**src/rtl/rv_regfile_sb_if.sv**
```systemverilog
// Bus bundle between the issue/writeback logic and rv_regfile_sb.
// Issue side drives the read addresses, the writeback port and reservation requests.
// The register file returns the read data, the hazard flags and the scoreboard status.
//   ra1/ra2     read addresses         rd1/rd2   combinational read data
//   we/wa/wd    writeback port         rsv_*     reservation request at issue
//   busy1/2     pending-write flags    stall     issue must hold
//   rsv_ok      reservation accepted   pend_cnt  busy register count
//   err_unres   sticky write-without-reservation flag
interface rv_regfile_sb_if #(
    parameter int unsigned XLEN  = 32,
    parameter int unsigned NREGS = 32
);
    localparam int unsigned AW = $clog2(NREGS);

    logic [AW-1:0]   ra1;
    logic [AW-1:0]   ra2;
    logic [XLEN-1:0] rd1;
    logic [XLEN-1:0] rd2;
    logic            we;
    logic [AW-1:0]   wa;
    logic [XLEN-1:0] wd;
    logic            rsv_en;
    logic [AW-1:0]   rsv_addr;
    logic            busy1;
    logic            busy2;
    logic            stall;
    logic            rsv_ok;
    logic [AW:0]     pend_cnt;
    logic            err_unres;

    modport master (
        output ra1, ra2, we, wa, wd, rsv_en, rsv_addr,
        input  rd1, rd2, busy1, busy2, stall, rsv_ok, pend_cnt, err_unres
    );

    modport slave (
        input  ra1, ra2, we, wa, wd, rsv_en, rsv_addr,
        output rd1, rd2, busy1, busy2, stall, rsv_ok, pend_cnt, err_unres
    );
endinterface

```
**src/rtl/rv_regfile_sb.sv**
```systemverilog
// Integer register file with write-pending scoreboard for the pipelined RV32I core.
// Two combinational read ports, one synchronous write port, optional hardwired x0,
// optional write-to-read forwarding and one busy bit per register.
// Ports:
//   clk     rising-edge clock
//   areset  asynchronous active-low reset (clears registers, busy bits and status)
//   bus     rv_regfile_sb_if.slave: reads, writeback, reservation, hazard/status outputs
module rv_regfile_sb #(
    parameter int unsigned XLEN     = 32,
    parameter int unsigned NREGS    = 32,
    parameter bit          BYPASS   = 1'b1,
    parameter bit          ZERO_REG = 1'b1
) (
    input  logic           clk,
    input  logic           areset,
    rv_regfile_sb_if.slave bus
);
    localparam int unsigned AW = $clog2(NREGS);

    logic [XLEN-1:0]  r_regs [NREGS];
    logic [NREGS-1:0] r_busy;
    logic [AW:0]      r_pend_cnt;
    logic             r_err_unres;

    logic             w_wa_zero;
    logic             w_ra1_zero;
    logic             w_ra2_zero;
    logic             w_rsv_zero;
    logic             w_we_eff;
    logic             w_fwd1;
    logic             w_fwd2;
    logic             w_busy1;
    logic             w_busy2;
    logic             w_waw;
    logic             w_stall;
    logic             w_rsv_ok;
    logic [NREGS-1:0] w_busy_nxt;
    logic [AW:0]      w_cnt_nxt;

    assign w_wa_zero  = ZERO_REG && (bus.wa == '0);
    assign w_ra1_zero = ZERO_REG && (bus.ra1 == '0);
    assign w_ra2_zero = ZERO_REG && (bus.ra2 == '0);
    assign w_rsv_zero = ZERO_REG && (bus.rsv_addr == '0);
    assign w_we_eff   = bus.we && !w_wa_zero;

    // Forwarding never applies to the zero register: w_we_eff is low for wa==0 then.
    assign w_fwd1 = BYPASS && w_we_eff && (bus.wa == bus.ra1);
    assign w_fwd2 = BYPASS && w_we_eff && (bus.wa == bus.ra2);

    assign w_busy1 = !w_ra1_zero && !w_fwd1 && r_busy[bus.ra1];
    assign w_busy2 = !w_ra2_zero && !w_fwd2 && r_busy[bus.ra2];

    // A pending destination being written back this same cycle is not a WAW hazard:
    // the old owner retires on the edge where the new one reserves.
    assign w_waw = bus.rsv_en && !w_rsv_zero && r_busy[bus.rsv_addr]
                   && !(bus.we && (bus.wa == bus.rsv_addr));

    assign w_stall  = w_busy1 || w_busy2 || w_waw;
    assign w_rsv_ok = bus.rsv_en && !w_stall;

    assign bus.rd1       = w_ra1_zero ? '0 : (w_fwd1 ? bus.wd : r_regs[bus.ra1]);
    assign bus.rd2       = w_ra2_zero ? '0 : (w_fwd2 ? bus.wd : r_regs[bus.ra2]);
    assign bus.busy1     = w_busy1;
    assign bus.busy2     = w_busy2;
    assign bus.stall     = w_stall;
    assign bus.rsv_ok    = w_rsv_ok;
    assign bus.pend_cnt  = r_pend_cnt;
    assign bus.err_unres = r_err_unres;

    // Release first, then reserve, so a same-register reserve on the writeback edge wins.
    always_comb begin
        w_busy_nxt = r_busy;
        if (w_we_eff) begin
            w_busy_nxt[bus.wa] = 1'b0;
        end
        if (w_rsv_ok && !w_rsv_zero) begin
            w_busy_nxt[bus.rsv_addr] = 1'b1;
        end
        w_cnt_nxt = '0;
        for (int unsigned i = 0; i < NREGS; i++) begin
            w_cnt_nxt = w_cnt_nxt + {{AW{1'b0}}, w_busy_nxt[i]};
        end
    end

    always_ff @(posedge clk or negedge areset) begin
        if (!areset) begin
            for (int unsigned i = 0; i < NREGS; i++) begin
                r_regs[i] <= '0;
            end
            r_busy      <= '0;
            r_pend_cnt  <= '0;
            r_err_unres <= 1'b0;
        end else begin
            if (w_we_eff) begin
                r_regs[bus.wa] <= bus.wd;
            end
            r_busy     <= w_busy_nxt;
            r_pend_cnt <= w_cnt_nxt;
            if (bus.we && !r_busy[bus.wa] && !w_wa_zero) begin
                r_err_unres <= 1'b1;
            end
        end
    end
endmodule
```
**src/flat_wrapper.sv**
```systemverilog
// flat-port wrapper written by rule: the top's interface ports become plain ports
module rv_regfile_sb_flat 
#(
    parameter int unsigned XLEN     = 32,
    parameter int unsigned NREGS    = 32,
    parameter bit          BYPASS   = 1'b1,
    parameter bit          ZERO_REG = 1'b1
)
  (clk, areset, bus_ra1, bus_ra2, bus_we, bus_wa, bus_wd, bus_rsv_en, bus_rsv_addr, bus_rd1, bus_rd2, bus_busy1, bus_busy2, bus_stall, bus_rsv_ok, bus_pend_cnt, bus_err_unres);
  rv_regfile_sb_if #(.XLEN(XLEN), .NREGS(NREGS)) bus_i ();
  input  logic clk;
  input  logic areset;
  input wire logic [$bits(bus_i.ra1)-1:0] bus_ra1;
  input wire logic [$bits(bus_i.ra2)-1:0] bus_ra2;
  input wire logic [$bits(bus_i.we)-1:0] bus_we;
  input wire logic [$bits(bus_i.wa)-1:0] bus_wa;
  input wire logic [$bits(bus_i.wd)-1:0] bus_wd;
  input wire logic [$bits(bus_i.rsv_en)-1:0] bus_rsv_en;
  input wire logic [$bits(bus_i.rsv_addr)-1:0] bus_rsv_addr;
  output wire logic [$bits(bus_i.rd1)-1:0] bus_rd1;
  output wire logic [$bits(bus_i.rd2)-1:0] bus_rd2;
  output wire logic [$bits(bus_i.busy1)-1:0] bus_busy1;
  output wire logic [$bits(bus_i.busy2)-1:0] bus_busy2;
  output wire logic [$bits(bus_i.stall)-1:0] bus_stall;
  output wire logic [$bits(bus_i.rsv_ok)-1:0] bus_rsv_ok;
  output wire logic [$bits(bus_i.pend_cnt)-1:0] bus_pend_cnt;
  output wire logic [$bits(bus_i.err_unres)-1:0] bus_err_unres;
  assign bus_i.ra1 = bus_ra1;
  assign bus_i.ra2 = bus_ra2;
  assign bus_i.we = bus_we;
  assign bus_i.wa = bus_wa;
  assign bus_i.wd = bus_wd;
  assign bus_i.rsv_en = bus_rsv_en;
  assign bus_i.rsv_addr = bus_rsv_addr;
  assign bus_rd1 = bus_i.rd1;
  assign bus_rd2 = bus_i.rd2;
  assign bus_busy1 = bus_i.busy1;
  assign bus_busy2 = bus_i.busy2;
  assign bus_stall = bus_i.stall;
  assign bus_rsv_ok = bus_i.rsv_ok;
  assign bus_pend_cnt = bus_i.pend_cnt;
  assign bus_err_unres = bus_i.err_unres;
  rv_regfile_sb #(.XLEN(XLEN), .NREGS(NREGS), .BYPASS(BYPASS), .ZERO_REG(ZERO_REG)) u_core (.clk(clk), .areset(areset), .bus(bus_i));
endmodule
```
**config.mk**
```make
export PLATFORM = sky130hd
export DESIGN_NAME = rv_regfile_sb_flat
export DESIGN_NICKNAME = d
export VERILOG_FILES = /design/src/rtl/rv_regfile_sb_if.sv /design/src/rtl/rv_regfile_sb.sv /design/src/flat_wrapper.sv
export SDC_FILE = /design/constraint.sdc
export NUM_CORES = 2
export LEC_CHECK = 0
export ABC_AREA = 1
export CORE_MARGIN = 2
export CORE_UTILIZATION = 40
export DETAILED_ROUTE_END_ITERATION = 8
export DONT_BUFFER_PORTS = 1
export SKIP_LAST_GASP = 1
export SLEW_MARGIN = 20
export SYNTH_ARGS = -nofsm -noshare
export SYNTH_HDL_FRONTEND = slang
export SYNTH_SLANG_ARGS = --single-unit
```
**constraint.sdc**
```tcl
create_clock -name clk -period 6.9 [get_ports clk]
set_input_delay 1.035 -clock clk [delete_from_list [all_inputs] [get_ports clk]]
set_output_delay 1.035 -clock clk [all_outputs]
set_load 0.05 [all_outputs]
```
* Word level (Yosys, flattened, before mapping)
Index checks and enable logic that the tools add are counted.
** Word-level totals
- Bits in latches :: 0
- Memory bits (read-only) :: 0
- Logic and storage cells :: 145
- Input port bits :: 56
- Memories kept :: 0
- RAM bits :: 0
- Flip-flop bits (word level) :: 1063
- Output and inout bits :: 75
** Operators by class
- Equality and inequality tests :: 3
- Shift-type cells :: 0
- Order comparisons :: 10
- Reduce and logical (&&, ||, !) cells :: 33
- Add/subtract/negate cells :: 31
- Multiply operators :: 0
- Divide/modulo/power cells :: 0
- Mux-type cells :: 27
- Bitwise operators :: 6
** Operators with widths (number)
- 1024-bit bitwise mux :: 1
- 32-bit two-way mux :: 11
- 32-bit binary-select mux with 5-bit select :: 2
- 6-bit by 1-bit adder with 6-bit output :: 30
- 32-bit demux with 5-bit select :: 1
- 32-bit bitwise AND :: 1
- 32-bit NOT :: 1
- 32-bit OR :: 1
- 5-bit by 6-bit less-than comparator with 1-bit output, second input constant :: 4
- 1-bit binary-select mux with 5-bit select :: 4
- 5-bit zero test :: 4
- 6-bit greater-or-equal comparator, second input constant :: 3
- 1-bit logical AND :: 18
- 5-bit NOT with 6-bit output :: 3
- 5-bit equality test :: 3
- 1-bit demux with 5-bit select :: 2
- 5-bit by 1-bit greater-or-equal comparator with 1-bit output, second input constant :: 2
- 1-bit zero test :: 9
- 6-bit by 1-bit less-than comparator with 1-bit output, second input constant :: 1
- 1-bit two-way mux :: 6
- 1-bit by 1-bit adder with 2-bit output :: 1
- 1-bit logical OR :: 2

* Logic depth before layout (Yosys ltp)
- Depth after elaboration :: 44
- Gate-level depth with buffers :: 34
- Gate-level depth less buffers :: 33

* Worst setup path before layout
Ideal clock, no wire load.
- Path kind :: input -> register
- From :: input port bus_wa[0]
- To :: register u_core.r_pend_cnt[4], in the netlist u_core.bus.pend_cnt[4]
- Required time :: 6.820 ns
- Stages on the path :: 29
- Arrival time :: 7.275 ns
- Path buffers :: 2
- Library setup time :: 0.080 ns
- Path slack :: -0.455 ns
- Cells stage by stage :: buf_2 > nor2_2 > inv_2 > o21ai_2 > nor2_1 > a21oi_4 > nand2_2 > nor2_4 > nor2_8 > nand3_4 > buf_6 > o21bai_1 > ha_1 > inv_1 > fa_1 > fa_1 > fa_1 > inv_1 > fa_1 > inv_1 > fa_1 > inv_1 > fa_1 > fa_1 > fa_1 > a21oi_1 > nor2_1 > nor2_1 > xnor2_1
** On the way
- Cells in the longest elaborated chain, start to end :: 44
** RTL lines
- start, declared :: RTL line flat_wrapper.sv:16 : input wire logic [$bits(bus_i.wa)-1:0] bus_wa;
- 5-bit zero test :: RTL line rv_regfile_sb.sv:40 : assign w_wa_zero = ZERO_REG && (bus.wa == '0);
- 1-bit zero test :: RTL line rv_regfile_sb.sv:44 : assign w_we_eff = bus.we && !w_wa_zero;
- 1-bit logical AND :: RTL line rv_regfile_sb.sv:44
- 1-bit logical AND * :: RTL line rv_regfile_sb.sv:48 : assign w_fwd2 = BYPASS && w_we_eff && (bus.wa == bus.ra2);
- 1-bit zero test * :: RTL line rv_regfile_sb.sv:51 : assign w_busy2 = !w_ra2_zero && !w_fwd2 && r_busy[bus.ra2];
- 1-bit logical AND * (2 in series) :: RTL line rv_regfile_sb.sv:51
- named net bus_busy2 :: RTL line flat_wrapper.sv:23 : output wire logic [$bits(bus_i.busy2)-1:0] bus_busy2;
- 1-bit logical OR * (2 in series) :: RTL line rv_regfile_sb.sv:58 : assign w_stall = w_busy1 || w_busy2 || w_waw;
- 1-bit zero test * :: RTL line rv_regfile_sb.sv:59 : assign w_rsv_ok = bus.rsv_en && !w_stall;
- 1-bit logical AND * :: RTL line rv_regfile_sb.sv:59
- 1-bit logical AND * :: RTL line rv_regfile_sb.sv:76 : if (w_rsv_ok && !w_rsv_zero) begin
- 32-bit two-way mux * :: RTL line rv_regfile_sb.sv:76
- named net u_core.w_busy_nxt[1] :: RTL line rv_regfile_sb.sv:37 : logic [NREGS-1:0] w_busy_nxt;
- 1-bit by 1-bit adder with 2-bit output * :: RTL line rv_regfile_sb.sv:81 : w_cnt_nxt = w_cnt_nxt + {{AW{1'b0}}, w_busy_nxt[i]};
- 6-bit by 1-bit adder with 6-bit output * (30 in series) :: RTL line rv_regfile_sb.sv:81
- named net u_core.w_cnt_nxt[4] :: RTL line rv_regfile_sb.sv:38 : logic [AW:0] w_cnt_nxt;
- end signal, assigned :: RTL line rv_regfile_sb.sv:98 : r_pend_cnt <= w_cnt_nxt;
- end, declared :: RTL line rv_regfile_sb.sv:22 : logic [AW:0] r_pend_cnt;
Mark *: on every way through the listed nets, which the timed path passes. The rest lies on a longest branch.
A chain may end at the register's enable or synchronous reset.

* Final worst setup path
- From :: input port bus_ra1[0]
- To :: register u_core.r_pend_cnt[4], in the netlist u_core.bus.pend_cnt[4]
** RTL lines
- start, declared :: RTL line flat_wrapper.sv:13 : input wire logic [$bits(bus_i.ra1)-1:0] bus_ra1;
- parallel branches: the longest is 4 deep, another holds 1-bit binary-select mux with 5-bit select
- 1-bit logical AND * :: RTL line rv_regfile_sb.sv:50 : assign w_busy1 = !w_ra1_zero && !w_fwd1 && r_busy[bus.ra1];
- 1-bit logical OR * (2 in series) :: RTL line rv_regfile_sb.sv:58
- 1-bit zero test * :: RTL line rv_regfile_sb.sv:59
- 1-bit logical AND * :: RTL line rv_regfile_sb.sv:59
- 1-bit logical AND * :: RTL line rv_regfile_sb.sv:76
- 32-bit two-way mux * :: RTL line rv_regfile_sb.sv:76
- named net u_core.w_busy_nxt[22] :: RTL line rv_regfile_sb.sv:37
- 6-bit by 1-bit adder with 6-bit output * (10 in series) :: RTL line rv_regfile_sb.sv:81
- named net u_core.w_cnt_nxt[4] :: RTL line rv_regfile_sb.sv:38
Mark *: on every way through the listed nets, which the timed path passes. The select of a mux whose other input is x is not followed.

==> results.json <==
{
  "outcome": "finished, violations left",
  "violations": "slew limit",
  "period_minus_slack_ps": 6720,
  "cts_setup_buffers": 0,
  "ys_types": 52,
  "clkSlewWorstSetupHoldPaths_ps": 60,
  "fin_crit_sh_pct": 97.4,
  "synth_top_area_share_pct": 45.1,
  "cts_root_buf": "clkbuf_16",
  "irDropWorstVdd_mv": 0.469,
  "netlist_top_cells_area": "dfrtp_1 45%, o21ai_0 16%, nand2_1 8.2%",
  "grt_use_total_pct": 33.0,
  "die_area_mm2": 0.151,
  "r2r-end": "u_core.bus.pend_cnt[4]",
  "power_density_mw_per_mm2": 321,
  "final_antenna_net_count": 0,
  "drv_slew": 90,
  "core_area_mm2": 0.146,
  "layout-drive-gt1-share_pct": 7.04,
  "synth-simple-area-share_pct": 15.7,
  "grt_pass1_vias": 53500,
  "crit_arrival_ps": 7390,
  "finalSetupViolations": 0,
  "fmax_mhz": 149,
  "io_buffer_count": 0,
  "vias_per_cell": 6.20,
  "synth_largest_area_cell": "dfrtp_1",
  "relSlewSlack_pct": -1.84,
  "tightest_slew_ps": 1530,
  "grt_pass1_wl_mm": 373,
  "mostFrequentLayoutCells": "1800 x o21ai_0, 1288 x nand2_1, 1063 x dfrtp_1",
  "initial_core_util_pct": 40.4,
  "synthArstFlopShare_pct": 100,
  "ioPinCount": 131,
  "dr.pass1.iters": 6,
  "synth_fa_ha_area_share_pct": 0.984,
  "busiest_layer": "met2",
  "ys_seq_area_share_pct": 45.1,
  "synth_edf_count": 0,
  "synth_top_family_by_area": "compound AO/OA/AOI/OAI gates",
  "fp.dieH_um": 388,
  "crit_required_ps": 7570,
  "rsz0062_at_grt": "no",
  "die_w_um": 388,
  "synth_ff_type": "dfrtp_1",
  "grt_max_degree": 681,
  "grt_overflow_total": 0,
  "cts_hold_buf": 1,
  "area.growth.synth_to_final_pct": 9.54,
  "gr-usage-met1_pct": 45.4,
  "ys_warn_count": 0,
  "via_count": 58300,
  "num_rows": 140,
  "numCtsBuffers": 117,
  "synth_compound_area_share_pct": 29.1,
  "gp_congestion": 0.950,
  "antenna_found_initial": 12,
  "htree_levels": 3,
  "worstPathMaxFanout": 594,
  "crit_start": "bus_ra1[0]",
  "grt_util_met2_pct": 49.3,
  "holdWs_ps": 149,
  "worst_setup_path_end_kind": "flop",
  "dp_hpwl_mm": 135,
  "syn-cell-area_mm2": 0.0590,
  "cts_tree": "built",
  "clk-insertion-delay-late_ps": 760,
  "drc": 0,
  "post_cts_resized": 0,
  "fillCellCount": 14600,
  "hp-class": "in2async",
  "skew_ps": 23.7,
  "rrSetupSlack_ps": 440,
  "rr_startpoint": "u_core.r_busy[25]",
  "routed_wl_mm": 255,
  "dr.first_iter.drc_count": 8533,
  "clkSinkCount": 1063,
  "synth.area.mux_share_pct": 0,
  "syn-num-nets": 7919,
  "p_leak_nw": 27.7,
  "nNetsFinal": 7467,
  "grt.met3_usage_pct": 7.62,
  "synth_area_per_cell_um2": 7.53,
  "critPathKind": "in2reg",
  "ys_ff_latch": 1063,
  "final_common_cell": "o21ai_0",
  "worstRegToRegCells": 30,
  "routedWlPerCell_um": 27.2,
  "drv_cap": 0,
  "final_hold_viol_count": 0,
  "cp-start-kind": "primary input",
  "synth_xor_area_share_pct": 0.193,
  "crit_end": "u_core.bus.pend_cnt[4]",
  "postSynthCellCount": 7831,
  "ctsLongestPathBuffers": 3,
  "setup_tns_ps": 0
}
-- registers in the layout, summed over array words and instances (netlist names) --
name	cells
u_core.bus.pend_cnt	6
u_core.r_busy	32
u_core.bus.err_unres	1
u_core.r_regs	1024
-- logic make-up after synthesis --
kind of cell             Yosys count
AO/OA/AOI/OAI                   3132
AND/OR/NAND/NOR                 2254
buffers and inverters           1337
flip-flops                      1063
adder cells (fa/ha/maj)           32
XOR/XNOR                          13
-- cells in the mapped netlist (2+ instances only) --
master and number:
o22ai_1 24, buf_1 80, clkinv_1 7, buf_6 4, dfrtp_1 1063, nor3_2 2, nand2_1 1296, o32ai_1 4
o31ai_1 2, fa_1 24, ha_1 8, o211ai_1 171, buf_2 177, o21a_1 4, xor2_1 6, o221ai_1 129
nor3_1 17, o2111ai_1 84, inv_1 532, o21ai_0 1833, buf_4 12, a21oi_1 817, a31oi_1 10, clkbuf_1 511
a21oi_2 2, o21ai_1 12, o21bai_1 14, o21bai_2 10, nand3_1 468, nand2_2 3, nor2_1 427, a211oi_1 9
nor2_2 8, nand4_1 16, or2_2 9, inv_2 14, xnor2_1 7
-- cell type report --
class | instances | area [µm²] | share of cell area (%)
multi-input combinational | 5431 | 27400 | 42.5
sequential | 1063 | 26600 | 41.2
clock buffer | 175 | 3510 | 5.43
tap | 1917 | 2400 | 3.71
inverter | 553 | 2130 | 3.30
timing repair buffer | 213 | 1940 | 3.01
clock inverter | 41 | 588 | 0.910
antenna | 5 | 12.5 | 0.0194
-- worst min-delay path by stage --
stage / start / slack (ps) / endpoint / cells past startpoint
floorplan: u_core.r_regs[1002] / 440 / u_core.r_regs[1002] / 1
global placement: u_core.r_regs[1011] / 380 / u_core.r_regs[1011] / 0
detailed placement: u_core.r_regs[1011] / 380 / u_core.r_regs[1011] / 0
CTS: areset / 140 / u_core.r_regs[72] / 1
global route: areset / 170 / u_core.r_regs[296] / 1
finish: areset / 150 / u_core.r_regs[296] / 1
-- worst max-delay path, stage by stage --
cell	delay [ps]
inv_8	360
nand2_4	90
nor3_4	250
a21oi_4	50
nand3_1	130
nand2_2	110
nor2_8	140
nand3_4	80
buf_4	210
o21bai_1	270
fa_1	480
inv_1	100
fa_1	430
fa_1	500
inv_1	60
fa_1	540
inv_1	50
fa_1	470
inv_1	50
fa_1	470
fa_2	390
fa_2	370
a21oi_2	120
nor2_1	50
nor2_1	120
xnor2_1	130
-- stage by stage --
stage               instances  setup slack, ps  util, %  total power, W  instance area (µm²)
detailed placement       9171             -256     41.3          0.0139                60300
CTS                      9388              418     44.1          0.0207                64500
finish                   9398              180     44.2          0.0208                64600
global placement         9167             -193     41.2          0.0138                60200
global route             9393             72.4     44.2          0.0220                64600
floorplan                7831             -186        -          0.0123                59100
-- metal layers --
layer	up-vias	share of wire (%)	wire (µm)
met5	-	0.013	32
met4	6	4.9	12400
met3	627	11	29200
met2	3640	43	110000
met1	28200	41	103000
li1	25800	-	-
-- where the power goes --
group / internal [W] / leakage, nW / switching, W
registers: 0.00756 / 13.1 / 0.000841
clock network: 0.00396 / 2.03 / 0.00283
logic: 0.00215 / 12.6 / 0.00342
(Power assumes the default switching activity.)
